--- src/rtl/mem_wb_pipe_pkg.sv ---
// Shared definitions for the MEM/WB stage and the load formatter.
// Load func3 encodings and XLEN-derived helpers.
package mem_wb_pipe_pkg;

    localparam logic [2:0] F3_LB  = 3'b000;
    localparam logic [2:0] F3_LH  = 3'b001;
    localparam logic [2:0] F3_LW  = 3'b010;
    localparam logic [2:0] F3_LD  = 3'b011;
    localparam logic [2:0] F3_LBU = 3'b100;
    localparam logic [2:0] F3_LHU = 3'b101;
    localparam logic [2:0] F3_LWU = 3'b110;
    localparam logic [2:0] F3_RAW = 3'b111;

    function automatic int off_w(input int xlen);
        return $clog2(xlen / 8);
    endfunction

    function automatic bit xlen_legal(input int xlen);
        return (xlen == 32) || (xlen == 64);
    endfunction

endpackage

--- src/rtl/mem_wb_pipe_load_extend.sv ---
// Combinational load formatter: raw aligned word + byte offset + func3
// -> extended load data and misalignment flag.
module load_extend
    import mem_wb_pipe_pkg::*;
#(
    parameter int XLEN = 32,
    localparam int OFF_W = off_w(XLEN)
) (
    input  logic [XLEN-1:0]  raw_i,
    input  logic [OFF_W-1:0] off_i,
    input  logic [2:0]       func3_i,
    output logic [XLEN-1:0]  data_o,
    output logic             misalign_o
);

    localparam bit IS64 = (XLEN == 64);

    logic [OFF_W+2:0] sh_amt;
    logic [7:0]       b;
    logic [15:0]      h;
    logic [31:0]      w;
    logic             w_mis;

    assign sh_amt = {off_i, 3'b000};
    assign b      = 8'(raw_i >> sh_amt);
    assign h      = 16'(raw_i >> sh_amt);
    assign w      = 32'(raw_i >> sh_amt);
    assign w_mis  = (off_i[1:0] != 2'b00);

    always_comb begin
        data_o     = raw_i;
        misalign_o = 1'b0;
        case (func3_i)
            F3_LB:  data_o = XLEN'($signed(b));
            F3_LBU: data_o = XLEN'(b);
            F3_LH: begin
                data_o     = XLEN'($signed(h));
                misalign_o = off_i[0];
            end
            F3_LHU: begin
                data_o     = XLEN'(h);
                misalign_o = off_i[0];
            end
            F3_LW: begin
                if (IS64) data_o = XLEN'($signed(w));
                misalign_o = w_mis;
            end
            F3_LWU: begin
                // RV32 has no LWU: behaves as LW
                if (IS64) data_o = XLEN'(w);
                misalign_o = w_mis;
            end
            F3_LD: begin
                if (IS64) misalign_o = |off_i;
                else      misalign_o = w_mis;
            end
            default: data_o = raw_i;
        endcase
    end

endmodule

--- src/rtl/mem_wb_pipe.sv ---
// MEM/WB pipeline register with stall/flush, load formatting,
// qualified register-file write and retired-instruction counter.
module mem_wb_pipe
    import mem_wb_pipe_pkg::*;
#(
    parameter int XLEN  = 32,
    parameter int RA_W  = 5,
    parameter int CNT_W = 32
) (
    input  logic             clk,
    input  logic             rstn,
    input  logic             me_valid,
    output logic             me_ready,
    input  logic [XLEN-1:0]  me_mem_data,
    input  logic [XLEN-1:0]  me_alu_o,
    input  logic [RA_W-1:0]  me_rd,
    input  logic             me_mem2reg,
    input  logic             me_regs_write,
    input  logic [2:0]       me_func3_code,
    input  logic             flush,
    input  logic             wb_ready,
    output logic             wb_valid,
    output logic [RA_W-1:0]  wb_rd,
    output logic             wb_we,
    output logic [XLEN-1:0]  wb_wdata,
    output logic [XLEN-1:0]  wb_alu_o,
    output logic             wb_misalign,
    output logic [CNT_W-1:0] retire_cnt
);

    localparam int OFF_W = off_w(XLEN);

    if (!xlen_legal(XLEN)) begin : g_bad_xlen
        $error("mem_wb_pipe: XLEN must be 32 or 64");
    end

    logic             valid_q, valid_d;
    logic [XLEN-1:0]  mem_data_q, mem_data_d;
    logic [XLEN-1:0]  alu_q, alu_d;
    logic [RA_W-1:0]  rd_q, rd_d;
    logic             mem2reg_q, mem2reg_d;
    logic             regs_write_q, regs_write_d;
    logic [2:0]       func3_q, func3_d;
    logic [CNT_W-1:0] cnt_q, cnt_d;

    logic [XLEN-1:0]  ld_data;
    logic             ld_mis;

    assign me_ready = !valid_q || wb_ready;

    always_comb begin
        valid_d      = valid_q;
        mem_data_d   = mem_data_q;
        alu_d        = alu_q;
        rd_d         = rd_q;
        mem2reg_d    = mem2reg_q;
        regs_write_d = regs_write_q;
        func3_d      = func3_q;
        cnt_d        = cnt_q + CNT_W'(valid_q && wb_ready);
        if (flush) begin
            valid_d = 1'b0;
        end else if (me_ready) begin
            valid_d = me_valid;
            if (me_valid) begin
                mem_data_d   = me_mem_data;
                alu_d        = me_alu_o;
                rd_d         = me_rd;
                mem2reg_d    = me_mem2reg;
                regs_write_d = me_regs_write;
                func3_d      = me_func3_code;
            end
        end
    end

    always_ff @(posedge clk or negedge rstn) begin
        if (!rstn) begin
            valid_q      <= 1'b0;
            mem_data_q   <= '0;
            alu_q        <= '0;
            rd_q         <= '0;
            mem2reg_q    <= 1'b0;
            regs_write_q <= 1'b0;
            func3_q      <= 3'b000;
            cnt_q        <= '0;
        end else begin
            valid_q      <= valid_d;
            mem_data_q   <= mem_data_d;
            alu_q        <= alu_d;
            rd_q         <= rd_d;
            mem2reg_q    <= mem2reg_d;
            regs_write_q <= regs_write_d;
            func3_q      <= func3_d;
            cnt_q        <= cnt_d;
        end
    end

    load_extend #(.XLEN(XLEN)) u_load_extend (
        .raw_i      (mem_data_q),
        .off_i      (alu_q[OFF_W-1:0]),
        .func3_i    (func3_q),
        .data_o     (ld_data),
        .misalign_o (ld_mis)
    );

    assign wb_valid    = valid_q;
    assign wb_rd       = rd_q;
    assign wb_alu_o    = alu_q;
    assign wb_misalign = valid_q && mem2reg_q && ld_mis;
    assign wb_we       = valid_q && regs_write_q && (rd_q != '0)
                         && !wb_misalign;
    assign wb_wdata    = mem2reg_q ? ld_data : alu_q;
    assign retire_cnt  = cnt_q;

endmodule
--- config.mk ---
export PLATFORM = sky130hd
export DESIGN_NAME = mem_wb_pipe
export DESIGN_NICKNAME = d
export VERILOG_FILES = /design/src/rtl/mem_wb_pipe_pkg.sv /design/src/rtl/mem_wb_pipe_load_extend.sv /design/src/rtl/mem_wb_pipe.sv
export SDC_FILE = /design/constraint.sdc
export NUM_CORES = 1
export LEC_CHECK = 0
export BUFFER_PORTS_ARGS = -buffer_cell sky130_fd_sc_hd__buf_2
export CORE_MARGIN = 5
export CORE_UTILIZATION = 50
export CTS_CLUSTER_SIZE = 16
export DETAILED_ROUTE_END_ITERATION = 7
export HOLD_SLACK_MARGIN = 0.06
export PLACE_DENSITY = 0.91
export RECOVER_POWER = 100
export SLEW_MARGIN = 0
export SYNTH_ARGS = -nofsm -noshare
export SYNTH_HDL_FRONTEND = slang
export SYNTH_SLANG_ARGS = --single-unit
--- constraint.sdc ---
create_clock -name clk -period 2.2 [get_ports clk]
set_clock_uncertainty 0.05 [all_clocks]
set_input_delay 0.11 -clock clk [delete_from_list [all_inputs] [get_ports clk]]
set_output_delay 0.11 -clock clk [all_outputs]
set_load 0.02 [all_outputs]
Word-level counts from Yosys, hierarchy flattened:

Index checks and enable logic that the tools add are counted.

* output and inout bits: 105
* logic and storage cells: 38
* flip-flop bits (word level): 107
* bits of input ports: 79

* reductions and logical operators: 16
* shift operators: 1
* equal/unequal tests: 6
* mux-type cells: 5
* bitwise logic cells: 1
* add/subtract/negate cells: 1

Operators by type and width (count)
* $pmux 32 s4: 1
* $add 32x1->32: 1
* $mux 32: 1
* $shr 32x5->16: 1
* $eq 3x3->1 const B: 3
* $eq 3x2->1 const B: 2
* $logic_and 1x1->1: 6
* $reduce_bool 5->1: 1
* $reduce_bool 2->1: 2
* $eq 3x1->1 const B: 1
* $logic_not 3->1: 1
* $reduce_and 3->1: 1
* $reduce_or 3->1: 1
* $logic_not 1->1: 2
* $mux 1: 2
* $pmux 1 s2: 1
* $reduce_or 2->1: 1
* $logic_or 1x1->1: 1
* $not 1->1: 1

Logic depth before layout (Yosys ltp):

Gate-level depths: netlist (run 1).

* word-level depth: 6
* mapped depth: 7
* gate-level depth less buffers: 6

Cells and area by module:

From an unflattened synthesis (run 1), not the netlist that was laid out.

* cell total of the unflattened synthesis: 443
* area total of the unflattened synthesis: 5397.7 um^2

Modules (own cells, without submodules)
* mem_wb_pipe: cells each 329, area each 4634.4 um^2, instances 1, sequential area each 2677.6 um^2
* load_extend: cells each 114, area each 763.2 um^2, instances 1, sequential area each 0.0 um^2

Worst setup path after synthesis (run 1):

OpenSTA, ideal clock, no wires.

* path type: register to output
* start point: register alu_q[1] (netlist: wb_alu_o[1])
* end point: output port wb_we
* data required time: 2040 ps
* path buffers: 2
* stages on the path, launching flop included: 6
* arrival time: 1821 ps
* slack: 219 ps
* cells stage by stage: dfrtp_1 > buf_6 > buf_2 > o211ai_1 > a311oi_1 > nor2_1

* cells in the longest elaborated chain, start to end: 5

Ends and longest elaborated chain
* start: declaration: RTL line mem_wb_pipe.sv:39 `logic [XLEN-1:0] alu_q, alu_d;`
* start signal: assignment: RTL line mem_wb_pipe.sv:88 `alu_q <= alu_d;`
* $reduce_bool 2->1: RTL line mem_wb_pipe_load_extend.sv:28 `assign w_mis = (off_i[1:0] != 2'b00);`
* $pmux 1 s2: RTL line mem_wb_pipe_load_extend.sv:33 `case (func3_i)`
* $logic_and 1x1->1: RTL line mem_wb_pipe.sv:108 `assign wb_misalign = valid_q && mem2reg_q && ld_mis;`
* net wb_misalign: RTL line mem_wb_pipe.sv:27 `output logic wb_misalign,`
* $logic_not 1->1: RTL line mem_wb_pipe.sv:110 `&& !wb_misalign;`
* $logic_and 1x1->1: RTL line mem_wb_pipe.sv:110
* end: declaration: RTL line mem_wb_pipe.sv:24 `output logic wb_we,`

The timed path passes the listed nets, and every way through them passes these cells.

Worst setup path after layout (run 1):

* start point: register mem_data_q[23]
* end point: output port wb_wdata[17]

* cells in the longest elaborated chain, start to end: 3

Ends and longest elaborated chain
* start: declaration: RTL line mem_wb_pipe.sv:38 `logic [XLEN-1:0] mem_data_q, mem_data_d;`
* start signal: assignment: RTL line mem_wb_pipe.sv:87 `mem_data_q <= mem_data_d;`
* $shr 32x5->16: RTL line mem_wb_pipe_load_extend.sv:26 `assign h = 16'(raw_i >> sh_amt);`
* $pmux 32 s4: RTL line mem_wb_pipe_load_extend.sv:33
* $mux 32: RTL line mem_wb_pipe.sv:111 `assign wb_wdata = mem2reg_q ? ld_data : alu_q;`
* end: declaration: RTL line mem_wb_pipe.sv:25 `output logic [XLEN-1:0] wb_wdata,`

Every way passes these cells.

==> results.env, run 1 <==
CTS_TREE='done'
NUMBER_OF_CLOCK_SINKS=107
ANTENNA_VIOLATIONS_BEFORE_REPAIR=0
TIMING.FINAL.CRIT_SHARE_PCT=102
GRT_FIRST_PASS_WIRELENGTH_UM=26800
FLOORPLAN.DIE.WIDTH_UM=112
MOSTFREQUENTLAYOUTCELL='sky130_fd_sc_hd__buf_2'
CRITICAL_PATH.CELL_CHAIN='mux4_2, mux2i_4, buf_8, o21ai_0, buf_2'
REPLACE_CONGESTION=0.894
CLOCKROOTBUFFER='sky130_fd_sc_hd__clkbuf_8'
YOSYS-MUX-AREA-FRACTION_PCT=17.5
FINAL.MIN_CLOCK_PERIOD_NS=2.24
IOS=184
ANT_CELLS=0
POWER.IR.VDD_WORST_mV=0.708
END_KIND='primary output'
TRITONCTS.NUM_BUFFERS=9
STDCELL_AREA_UM2=7250
WORST_HOLD_PATH_TYPE='reg2reg'
TIMING.HOLD.WS_NS=0.435
DRTITER0DRC=472
FMAXACHIEVABLE_MHz=447
DPL-INSTANCE-AREA_UM2=6250
STATUS='finished, violations left'
H-TREE-DEPTH=3
POWER_uW=6090
YOSYS.AREA_SHARE.SIMPLE_PCT=11.5
WORST_EP_REQUIRED_TIME_NS=2.04
FINALNETCOUNT=802
YOSYSWARNINGCOUNT=0
SYNTH.FF_LATCH_COUNT=107
FP.DIEAREA_UM2=12500
YS_SEQ_AREA_SHARE_PCT=51.5
INSERTION_DELAY_NS=0.37
PRE_REPAIR_DR_ITERATION_COUNT=5
VIA_COUNT=4937
ANT_NETS=0
FINALMAXSLEWVIOLATIONS=0
POWER.DENSITY_CELL_AREA_nW_PER_UM2=840
WORST_PATH_LARGEST_CELL_DELAY_NS=0.55
CLKSLEWWORSTSETUPHOLDPATHS_NS=0.10
FP-ROW-COUNT=37
DIEHEIGHT_UM=112
GRTUSAGETOTAL_PCT=26.8
MOST-COMMON-LAYOUT-CELLS='sky130_fd_sc_hd__buf_2 (105), sky130_fd_sc_hd__dfrtp_1 (103), sky130_fd_sc_hd__dlygate4sd3_1 (78)'
WIRELENGTH_UM=17200
GRT_START_MAX_NET_PINS=71
SYN-INSTANCE-COUNT=465
AVGSYNTHCELLAREA_UM2=11.2
SYNTH_FA_HA_AREA_SHARE_PCT=0.481
PLACEMENT.SETUP.WORST_SLACK_NS=0.256
POST_SYNTH_XOR_AREA_FRACTION_PCT=5.05
WORST_PIN_SLEW_NS=1.21
VIA_COUNT_OF_THE_FIRST_GLOBAL_ROUTING_PASS=5157
WORST_SLEW_MARGIN_PCT=19.7
SETUP.WORST_PATH.CLASS='reg2out'
GRT_SETUP_UNREPAIRED='true'
START_UTIL_PCT=50.8
REMAINING_DRC_ERRORS=0
COUNT_OF_ENDPOINTS_FAILING_SETUP_IN_THE_FINAL_REPORT=3
MAPPEDNETLISTAREA_UM2=5200
WL_PER_CELL_UM=19.9
FINAL_LAYOUT_SIZE_SUFFIX_GT1_SHARE_PCT=32.0
MAIN_COMBINATIONAL_CELL_FAMILY_BY_AREA_AFTER_SYNTHESIS='multiplexers'
WORST-PATH-MAX-FANOUT=16
MAX_CAP_VIOLATIONS=0
FINALHOLDVIOLATIONS=0
CRITICAL_PATH_ARRIVAL_NS=2.08
FIN_WS_NS=-0.0361
IO_BUFFER_COUNT=183
SYN_TO_FINAL_GROWTH_PCT=39.5
CTS.PATH.MAX_BUFFERS=2
SYNTH.LIB_CELLS_USED.DISTINCT=42
GLOBAL_ROUTE.OVERFLOW_TOTAL=0
SYNTH_NETS=546
SYNTH-COMPOUND-AREA-SHARE_PCT=10.5
SETUP.WORST_PATH.START_CLASS='flop'
VIASPERCELL=5.73
LEAKAGE_uW=0.00319
CRITICAL_PATH.SLOWEST_CELL='sky130_fd_sc_hd__mux4_2'
CORE_UM2=10200
FAILED_CHECKS='negative setup slack'
PLACE_HPWL_UM=10800
## routing by layer
metal / vias to the layer above / track usage, % / routed length (um)
met5: - / 0 / 0
met4: 0 / 17.3 / 1150
met3: 94 / 5.82 / 1210
met2: 294 / 44.3 / 8560
met1: 2373 / 31.6 / 6240
li1: 2176 / - / -
## worst max-delay path: cells and delay by family (launching register included)
| kind | cells | cell delay (ns) |
|---|---|---|
| compound gates | 1 | 0.13 |
| mux | 2 | 0.73 |
| flops | 1 | 0.46 |
| buf+inv | 2 | 0.37 |
## cell type report
type                    instances  area, um^2
repair buffers                276        1760
inverters                       8        30.0
clock buffers                  10         128
well taps                     136         170
multi-input cells             319        2390
fillers                       714        2980
clock inverters                 6        88.8
flip-flops and latches        107        2690
## cell usage after synthesis (all sizes together)
library cell    n  share of area [%]
dfrtp         107                 51
mux2           69                 15
nand2          57                4.1
o21ai          46                4.4
xnor2          26                4.4
clkbuf         16                1.2
buf            15                1.7
nand4          14                1.7
a21oi          12                1.2
nand3          11                1.1
mux2i          10                2.2
nor2           10               0.72
inv             8               0.58
o22ai           7               0.84
o2bb2ai         7                1.2
a2bb2oi         5               0.84
and2            5               0.60
and4            5               0.84
o221ai          5               0.84
xor2            4               0.67
and3            3               0.36
a211o           2               0.34
a32oi           2               0.34
ha              2               0.48
nand2b          2               0.24
nand3b          2               0.29
nor2b           2               0.24
nor4            2               0.53
o211ai          2               0.29
a311oi          1               0.17
mux4            1               0.43
nand4b          1               0.17
nor3            1               0.19
nor3b           1               0.24
or2             1               0.12
or4             1               0.14
## flip-flops by register name, summed over array words and instances, names as in the netlist
signal / count
func3_q: 3
mem2reg_q: 1
mem_data_q: 32
regs_write_q: 1
retire_cnt: 32
wb_alu_o: 32
wb_rd: 5
wb_valid: 1
## final timing paths
check | start | endpoint | slack (ns) | cells past startpoint
worst max-delay path | mem_data_q[23]$_DFFE_PN0P_ | wb_wdata[17] | -0.04 | 5
worst min-delay path | retire_cnt[31]$_DFF_PN0_ | retire_cnt[31]$_DFF_PN0_ | 0.43 | 1
worst max register to register | wb_valid$_DFFE_PN0P_ | mem_data_q[3]$_DFFE_PN0P_ | 0.10 | 4
worst min register to register | retire_cnt[31]$_DFF_PN0_ | retire_cnt[31]$_DFF_PN0_ | 0.43 | 1
max in group asynchronous | rstn | mem_data_q[3]$_DFFE_PN0P_ | 0.38 | 3
min in group asynchronous | rstn | mem2reg_q$_DFFE_PN0P_ | 0.45 | 2
## what timing repair did
item	CTS	global route
gates resized for setup	6	19
endpoints found under the hold margin	121	0
setup buffers	0	6
setup endpoints to repair	25	29
pin swaps	0	2
hold buffers	78	0
cloned	0	0
## where the power goes
group | switching (uW) | internal, uW
Sequential | 334 | 2250
Combinational | 1300 | 873
Clock | 689 | 644
## kinds of logic (layout without fill, tap and decap cells)
kind of cell | count (synthesis) | in the layout
and+or+nand+nor | 118 | 118
buffers and inverters | 39 | 300
muxes | 80 | 80
DFF | 107 | 107
AOI/OAI and AO/OA | 89 | 89
adders and majority gates | 2 | 2
xor gates and xnor gates | 30 | 30
## through the flow
stage / utilization, % / std cells / setup TNS, ns
floorplan: - / 465 / 0
global placement: 61.1 / 762 / 0
detailed placement: 61.1 / 762 / 0
CTS: 71.1 / 856 / 0
global route: 70.9 / 862 / -0.707
finish: 70.9 / 862 / -0.0563
No activity file was read; power rests on OpenSTA's default activity.
==> run 2: changes to the inputs <==
--- a/config.mk
+++ b/config.mk
@@ -7,11 +7,11 @@
 export LEC_CHECK = 0
 export BUFFER_PORTS_ARGS = -buffer_cell sky130_fd_sc_hd__buf_2
 export CORE_MARGIN = 5
-export CORE_UTILIZATION = 50
+export CORE_UTILIZATION = 34
 export CTS_CLUSTER_SIZE = 16
 export DETAILED_ROUTE_END_ITERATION = 7
 export HOLD_SLACK_MARGIN = 0.06
-export PLACE_DENSITY = 0.91
+export PLACE_DENSITY_LB_ADDON = 0.05
 export RECOVER_POWER = 100
 export SLEW_MARGIN = 0
 export SYNTH_ARGS = -nofsm -noshare
==> run 2 against run 1 <==
Against the previous run:
- power up 3.8%
- count of clock-buffer cells in the layout is 4 higher
- the run now ends clean
- combinational power down 5%
- highest routed layer unchanged
- via count down 8.9%
- design area up 1.5%
- setup slack improved by 0.099 ns
- first-iteration DRC count fell by 78%
- wire length is 6.8% lower
- sequential share of layout area decreased by 0.61 points
- global-route usage fell by 8.8 points
- hold slack worse by 0.062 ns
- die area increased by 42%
==> results.env, run 2 (synthesized netlist as in run 1, its figures left out) <==
ANT_NETS=0
CRITICAL_PATH_ARRIVAL_NS=1.98
START_UTIL_PCT=34.5
MULTIINPUTGATEAREA_UM2=2390
POWER.IR.VDD_WORST_mV=0.590
TRITONCTS.NUM_BUFFERS=9
SETUP.WORST_PATH.START_CLASS='flop'
FMAXACHIEVABLE_MHz=468
FLOORPLAN.DIE.WIDTH_UM=134
FINALHOLDVIOLATIONS=0
VIASPERCELL=4.94
H-TREE-DEPTH=3
PLACEMENT.SETUP.WORST_SLACK_NS=0.195
POWER.DENSITY_CELL_AREA_nW_PER_UM2=859
CLOCKROOTBUFFER='sky130_fd_sc_hd__clkbuf_16'
WORST_SLEW_MARGIN_PCT=23.3
FP-ROW-COUNT=45
GRTUSAGETOTAL_PCT=18.1
CLKSLEWWORSTSETUPHOLDPATHS_NS=0.07
TIMING.FINAL.CRIT_SHARE_PCT=97.1
DRTITER0DRC=105
GLOBAL_ROUTE.OVERFLOW_TOTAL=0
WORST-PATH-MAX-FANOUT=15
REGAREA_UM2=2680
IO_BUFFER_COUNT=183
END_KIND='primary output'
HIGHEST-SIGNAL-LAYER='met4'
SETUP.WORST_PATH.CLASS='reg2out'
MOST-COMMON-LAYOUT-CELLS='sky130_fd_sc_hd__dfrtp_1 (105), sky130_fd_sc_hd__buf_2 (99), sky130_fd_sc_hd__dlygate4sd3_1 (78)'
INSERTION_DELAY_NS=0.35
REPLACE_CONGESTION=0.804
GRT_FIRST_PASS_WIRELENGTH_UM=25600
FINAL_CORE_UTIL_PCT=48.8
WORST_EP_REQUIRED_TIME_NS=2.04
ANT_CELLS=0
FINAL.MIN_CLOCK_PERIOD_NS=2.14
IOS=184
FINALMAXSLEWVIOLATIONS=0
VIA_COUNT=4497
FINAL_LAYOUT_SIZE_SUFFIX_GT1_SHARE_PCT=29.9
REMAINING_DRC_ERRORS=0
WORST_HOLD_PATH_TYPE='in2reg'
CTS_TREE='done'
NUMBER_OF_CLOCK_SINKS=107
MET3_WIRELENGTH_FROM_DETAILED_ROUTING_UM=956
DPL.CELL_COUNT=816
DIEHEIGHT_UM=134
NUM-FILL-CELLS=1501
FIN_WS_NS=0.0629
INSTANCES_NO_FILL=911
MOSTFREQUENTLAYOUTCELL='sky130_fd_sc_hd__dfrtp_1'
GRT_START_MAX_NET_PINS=70
ROUTED-WL-MET2_UM=7400
COUNT_OF_ENDPOINTS_FAILING_SETUP_IN_THE_FINAL_REPORT=0
LEAKAGE_uW=0.00322
SYN_TO_FINAL_GROWTH_PCT=41.6
MAX_CAP_VIOLATIONS=0
FP.DIEAREA_UM2=17900
FINALNETCOUNT=799
GRT_SETUP_UNREPAIRED='true'
ANTENNA_VIOLATIONS_BEFORE_REPAIR=0
CORE_UM2=15100
CTS.PATH.MAX_BUFFERS=2
WORST_PIN_SLEW_NS=1.15
VIA_COUNT_OF_THE_FIRST_GLOBAL_ROUTING_PASS=4639
WL_PER_CELL_UM=17.6
STATUS='completed'
ROUTE.LAYER.MET1.WL_UM=7490
PRE_REPAIR_DR_ITERATION_COUNT=4
TIMING.HOLD.WS_NS=0.373
PLACE_HPWL_UM=11500
WIRELENGTH_UM=16000
[run 2: repair_timing]
action                                  4_1_cts  5_1_grt
endpoints found under the setup margin       31       25
hold endpoints to repair                    118        0
gates resized for setup                       6       13
hold buffers                                 78        0
setup buffers                                 1        0
[run 2: layout make-up]
| type | instances | area share (%) |
|---|---|---|
| flip-flops and latches | 107 | 36.4 |
| multi-input cells | 319 | 32.4 |
| repair buffers | 273 | 23.4 |
| clock buffers | 14 | 3.31 |
| well taps | 188 | 3.20 |
| inverters | 8 | 0.408 |
| clock inverters | 2 | 0.816 |
[run 2: critical path, cell delays in order (launching register included)]
cell                      delay (ns)
sky130_fd_sc_hd__dfrtp_1        0.44
sky130_fd_sc_hd__mux4_2         0.55
sky130_fd_sc_hd__mux2i_4        0.19
sky130_fd_sc_hd__buf_8          0.18
sky130_fd_sc_hd__o21ai_1        0.09
sky130_fd_sc_hd__buf_4          0.17
[run 2: path summary, 6_finish.rpt]
| path | cells past startpoint | slack [ns] | to | startpoint |
|---|---|---|---|---|
| worst min register to register | 1 | 0.43 | retire_cnt[31]$_DFF_PN0_ | retire_cnt[31]$_DFF_PN0_ |
| worst min-delay path | 5 | 0.37 | wb_alu_o[5]$_DFFE_PN0P_ | me_valid |
| worst max register to register | 4 | 0.14 | mem_data_q[20]$_DFFE_PN0P_ | wb_valid$_DFFE_PN0P_ |
| max in group asynchronous | 3 | 0.45 | wb_alu_o[0]$_DFFE_PN0P_ | rstn |
| worst max-delay path | 5 | 0.06 | wb_wdata[30] | mem_data_q[23]$_DFFE_PN0P_ |
| min in group asynchronous | 2 | 0.48 | wb_alu_o[29]$_DFFE_PN0P_ | rstn |
[run 2: per-stage QoR]
stage                     setup TNS (ns)  area [um^2]  total power (uW)
after global placement                 0         6320              4540
after CTS                              0         7430              6440
final                                  0         7360              6320
after detailed placement               0         6320              4560
after global routing              -0.506         7360              6700
after floorplan                        0         5200              3770
[run 2: where the power goes]
part / internal, uW / switching (uW) / total (uW)
logic: 842 / 1240 / 2080
registers: 2250 / 292 / 2540
clock network: 1000 / 706 / 1710
[run 2: routing by layer]
metal  up-vias  track usage (%)
li1       2173                -
met1      2182             24.7
met2       133             28.6
met3         9             4.91
met4         0             4.23
met5         -                0
